[config.mk]
export PLATFORM = sky130hd
export DESIGN_NAME = bcd_scan_mux
export DESIGN_NICKNAME = d
export VERILOG_FILES = /design/src/rtl/bcd_scan_mux.sv
export SDC_FILE = /design/constraint.sdc
export NUM_CORES = 1
export LEC_CHECK = 0
export ABC_AREA = 1
export BUFFER_PORTS_ARGS = -buffer_cell sky130_fd_sc_hd__buf_2
export CORE_UTILIZATION = 50
export CTS_BUF_LIST = sky130_fd_sc_hd__clkbuf_8
export DETAILED_ROUTE_END_ITERATION = 10
export PLACE_DENSITY = 0.7
export SLEW_MARGIN = 20
export SYNTH_ARGS = -nofsm -noshare
export SYNTH_HDL_FRONTEND = slang
export SYNTH_SLANG_ARGS = --single-unit
export TNS_END_PERCENT = 50
[constraint.sdc]
create_clock -name clk -period 1.77 [get_ports clk]
set_input_delay 0.354 -clock clk [delete_from_list [all_inputs] [get_ports clk]]
set_output_delay 0.354 -clock clk [all_outputs]
set_load 0.005 [all_outputs]
[src/rtl/bcd_scan_mux.sv]
// Four-digit time-multiplexed scan driver for a common-anode 7-segment display.
// Holds a packed BCD value, scans digits 3..0 one slot at a time onto the
// {A,B,C,D} nibble bus and drives the active-low digit anode enables.
// New values and the blanking mode are committed only at frame boundaries.
// The frame boundary is the end of digit 0's slot, so updates never tear a frame.
module bcd_scan_mux #(
  parameter int unsigned PRESCALE = 50000
) (
  input  logic        clk,
  input  logic        rst_n,
  input  logic [15:0] bcd_in,
  input  logic        load,
  input  logic        blank_lz,
  output logic        A,
  output logic        B,
  output logic        C,
  output logic        D,
  output logic [3:0]  dig_an,
  output logic        frame_done,
  output logic        pending
);

  localparam int unsigned CntW = (PRESCALE > 1) ? $clog2(PRESCALE) : 1;
  localparam logic [CntW-1:0] CntLast = CntW'(PRESCALE - 1);

  // A slot needs a guard cycle plus at least one lit cycle.
  if (PRESCALE < 2) begin : gen_bad_prescale
    $error("bcd_scan_mux: PRESCALE must be at least 2");
  end

  logic [CntW-1:0] cnt_q, cnt_d;
  logic [1:0]      idx_q, idx_d;
  logic [15:0]     disp_q, disp_d;
  logic [15:0]     pend_q, pend_d;
  logic            lz_q, lz_d;
  logic            pending_q, pending_d;

  logic            slot_end;
  logic            wrap;
  logic [3:0]      blank;
  logic [3:0]      digit;
  logic [3:0]      nibble;

  assign slot_end = (cnt_q == CntLast);
  // Wrap edge: last cycle of digit 0's slot, i.e. the last cycle of the frame.
  assign wrap     = slot_end && (idx_q == 2'd0);

  // Slot counter and digit index; idx naturally wraps 0 -> 3 on decrement.
  always_comb begin
    cnt_d = cnt_q;
    idx_d = idx_q;
    if (slot_end) begin
      cnt_d = '0;
      idx_d = idx_q - 2'd1;
    end else begin
      cnt_d = cnt_q + 1'b1;
    end
  end

  // Shadow/display update: loads park in the shadow register until the wrap,
  // except a load on the wrap edge itself, which goes straight to the display.
  always_comb begin
    disp_d    = disp_q;
    pend_d    = pend_q;
    lz_d      = lz_q;
    pending_d = pending_q;
    if (wrap) begin
      lz_d      = blank_lz;
      pending_d = 1'b0;
      if (load) begin
        disp_d = bcd_in;
        pend_d = bcd_in;
      end else if (pending_q) begin
        disp_d = pend_q;
      end
    end else if (load) begin
      pend_d    = bcd_in;
      pending_d = 1'b1;
    end
  end

  // State registers with synchronous active-low reset.
  always_ff @(posedge clk) begin
    if (!rst_n) begin
      cnt_q     <= '0;
      idx_q     <= 2'd3;
      disp_q    <= 16'h0000;
      pend_q    <= 16'h0000;
      lz_q      <= 1'b0;
      pending_q <= 1'b0;
    end else begin
      cnt_q     <= cnt_d;
      idx_q     <= idx_d;
      disp_q    <= disp_d;
      pend_q    <= pend_d;
      lz_q      <= lz_d;
      pending_q <= pending_d;
    end
  end

  // Leading-zero blank mask: digit i is blank when it and all higher digits are zero.
  always_comb begin
    blank    = 4'b0000;
    blank[3] = lz_q && (disp_q[15:12] == 4'h0);
    blank[2] = lz_q && (disp_q[15:8] == 8'h00);
    blank[1] = lz_q && (disp_q[15:4] == 12'h000);
  end

  // Select the digit for the current slot; invalid codes pass through untouched.
  always_comb begin
    digit = disp_q[3:0];
    case (idx_q)
      2'd3:    digit = disp_q[15:12];
      2'd2:    digit = disp_q[11:8];
      2'd1:    digit = disp_q[7:4];
      default: digit = disp_q[3:0];
    endcase
    // 4'hF makes the downstream decoder turn every segment off.
    nibble = blank[idx_q] ? 4'hF : digit;
  end

  // Outputs decode from registers only; guard cycle keeps all anodes off.
  always_comb begin
    {A, B, C, D} = nibble;
    dig_an       = (cnt_q == '0) ? 4'b1111 : ~(4'b0001 << idx_q);
    frame_done   = wrap;
    pending      = pending_q;
  end

endmodule
==> metrics.md <==
| Metric | Value |
|---|---|
| Status | finished with violations |
| Violated checks | setup timing |
| Filler cells | 445 |
| Core Region | 4848 µm² |
| Placement Cell Area | 2795 µm² |
| Seq/Total Area, Yosys | 40.06% |
| FMAX | 562.0 MHz |
| Clock transition at path regs | 0.09 ns |
| Final count of hold timing violations | 0 |
| FF-to-FF End | lz_q$_SDFFE_PN0P_ |
| Worst Setup End Kind | output pin |
| LEAKAGE | 1.347 nW |
| DP Wirelength | 4165 µm |
| Die H | 74.10 µm |
| I/O Buffers | 29 |
| Vias in the first global route | 2100 |
| YS warnings | 0 |
| Clock Skew | 0.003291 ns |
| CP max FO | 4 |
| VDD IR-drop max | 0.5300 mV |
| FF-to-FF setup slack | 0.25 ns |
| DRT Pass-1 Iters | 4 |
| CTS tree | done |
| Arr. time, crit path | 1.43 ns |
| Pins Over Slew Limit | 0 |
| RSZ-0062 raised after global routing | true |
| Via count | 2381 |
| CP Class | register to output pin |
| Initial antenna violation count | 0 |
| Fraction of layout cells with a size suffix above 1 | 26.96% |
| Post-route cell area | 3104 µm² |
| Syn Nets | 398 |
| FF-to-FF path depth | 8 |
| Worst reg2reg path startpoint | cnt_q[3]$_SDFF_PP0_ |
| Remaining global-route overflow | 0 |
| Syn_area_per_cell | 6.986 µm² |
| Std-Cell Rows | 25 |
| Cells on Worst Hold Path | 3 |
| Worst-margin pin slew | 0.4376 ns |
| Post-route DRC violation count | 0 |
| Power, Total | 2.188 mW |
| Slew Limit Headroom | 70.60% |
| Mapped Area | 2599 µm² |
| CTS Sinks | 52 |
| Synth Register Bits | 52 |
| DR vias/cell | 5.013 |
| Area contributors post-synth | dfxtp_1, nand2_1, inv_1, nor2_1, nand4_1 |
| CTS Buf Count | 5 |
| Initial core utilization | 53.60% |
| Worst endpoint required time | 1.42 ns |
| Nets | 433 |
| H-tree depth | 2 |
| Die Area | 5490 µm² |
| RePlAce Congestion | 0.8710 |
| Area leader, netlist | dfxtp_1 |
| Maximum clock path buffer count | 2 |
| Drt wl/cell | 12.41 µm |
| Netlist cell types | 28 |
| Hold EP | lz_q$_SDFFE_PN0P_ |
| Root Buffer | clkbuf_8 |
| Final setup fails | 5 |
| Syn-to-layout area delta | 19.45% |
| Startpoint Class | register |
| Cells after synthesis | 372 |
| Final WS setup | -0.009513 ns |
| Crit path time final | 1.780 ns |
| Max cap viols | 0 |
| Post-Route WL | 5893 µm |
| Hold_sp | blank_lz |
| Die Width | 74.10 µm |
| GRT Total Usage | 23.67% |
| Final Cycle Share | 100.5% |
| Final ANT Viol Nets | 0 |
| Power Density | 704.9 nW/µm² |
| Yosys top cell area share | 40.06% |
| Global-route wire length before repair | 9811 µm |
| Finished Core Util | 64.03% |
| Io pins | 30 |
| Worst skew pair latency | 0.30 ns |
| CTS hold repair buffers | 0 |
| Iteration-0 DRC Markers | 151 |
| Worst hold-check path type | input pin to register |
| # diodes | 0 |
| Largest net degree at the start of global routing | 22 |
[synthesized netlist by cell type (all sizes together)]
library cell	instances
o22ai	8
xor2	5
a21oi	9
nand3	12
nor4	2
o21ai	24
ha	6
inv	57
nor2	56
clkbuf	3
buf	9
clkinv	2
nor3	10
xnor2	1
nand2	74
dfxtp	52
or2	18
nand4	24
[power breakdown]
part	internal [mW]	switching, mW
Clock	0.414	0.372
Combinational	0.0779	0.107
Sequential	1.20	0.0160
[cell usage in the layout, fill, tap and decap left out, drive strengths merged]
master,count
nor4,2
a21oi,9
dfxtp,52
xor2,5
o22ai,8
or2,18
nand2,74
nand4,24
clkinv,4
xnor2,1
inv,58
nand3,12
nor3,10
bufinv,1
clkbuf,5
nor2,56
o21ai,24
buf,39
ha,6
[routing by layer]
layer	vias up	track usage, %	share of wire, %
met5	-	0	0
met4	0	5.128	0.37
met3	2	4.743	5.5
met2	75	32.73	41
met1	1047	37.38	53
li1	1257	-	-
[final cells by class]
cell class / instances / area, µm² / area share [%]
Sequential cell: 52 / 1054 / 33.94
Timing Repair inverter: 1 / 3.754 / 0.1209
Clock buffer: 5 / 68.82 / 2.217
Multi-Input combinational cell: 249 / 1405 / 45.26
Clock inverter: 3 / 38.79 / 1.249
Inverter: 59 / 222.7 / 7.175
Tap cell: 67 / 83.83 / 2.701
Timing Repair Buffer: 39 / 227.7 / 7.336
[worst max path at each step]
stage / start / slack, ns / depth (start not counted) / end
3_5_place_dp: cnt_q[0]$_SDFF_PP0_ / 0.12 / 6 / frame_done
6_report: idx_q[0]$_SDFFE_PN1N_ / -0.01 / 6 / D
3_3_place_gp: cnt_q[0]$_SDFF_PP0_ / 0.13 / 6 / frame_done
2_1_floorplan: idx_q[0]$_SDFFE_PN1N_ / 0.14 / 7 / B
4_1_cts: idx_q[0]$_SDFFE_PN1N_ / -0.005 / 6 / B
5_1_grt: idx_q[0]$_SDFFE_PN1N_ / -0.14 / 6 / B
[critical path, stage by stage (launching register included)]
cell      delay (ns)
dfxtp_2         0.34
inv_2           0.13
ha_4            0.18
clkinv_1        0.11
o22ai_1         0.17
nand2_1         0.06
buf_2           0.12
[registers in the layout, indices dropped and copies added, names as in the netlist]
register  cells
cnt_q        16
pend_q       16
pending       1
lz_q          1
disp_q       16
idx_q         2
[kinds of logic after synthesis]
logic type	synth area share (%)
XOR/XNOR	2.022
AO/OA/AOI/OAI	8.281
adder cells (fa/ha/maj)	2.889
AND/OR/NAND/NOR	35.53
buffers and inverters	11.22
flip-flops	40.06
[through the flow]
step / worst slack (ns) / hold WS (ns) / TNS [ns] / cells
final: -0.009513 / 0.2941 / -0.03167 / 475
after global routing: -0.1371 / 0.3210 / -0.8901 / 475
after CTS: -0.005026 / 0.2915 / -0.007233 / 474
after detailed placement: 0.1172 / 0.4710 / 0 / 461
after global placement: 0.1294 / 0.4597 / 0 / 461
after floorplan: 0.1356 / 0.4413 / 0 / 372
[repair_timing]
| action | 4_1_cts | 5_1_grt |
|---|---|---|
| setup endpoints to repair | 9 | 9 |
| pin swaps | 8 | 3 |
| cloned | 1 | 0 |
| setup buffers | 4 | 1 |
| resized for setup | 40 | 7 |
No activity file was read; power rests on OpenSTA's default activity.
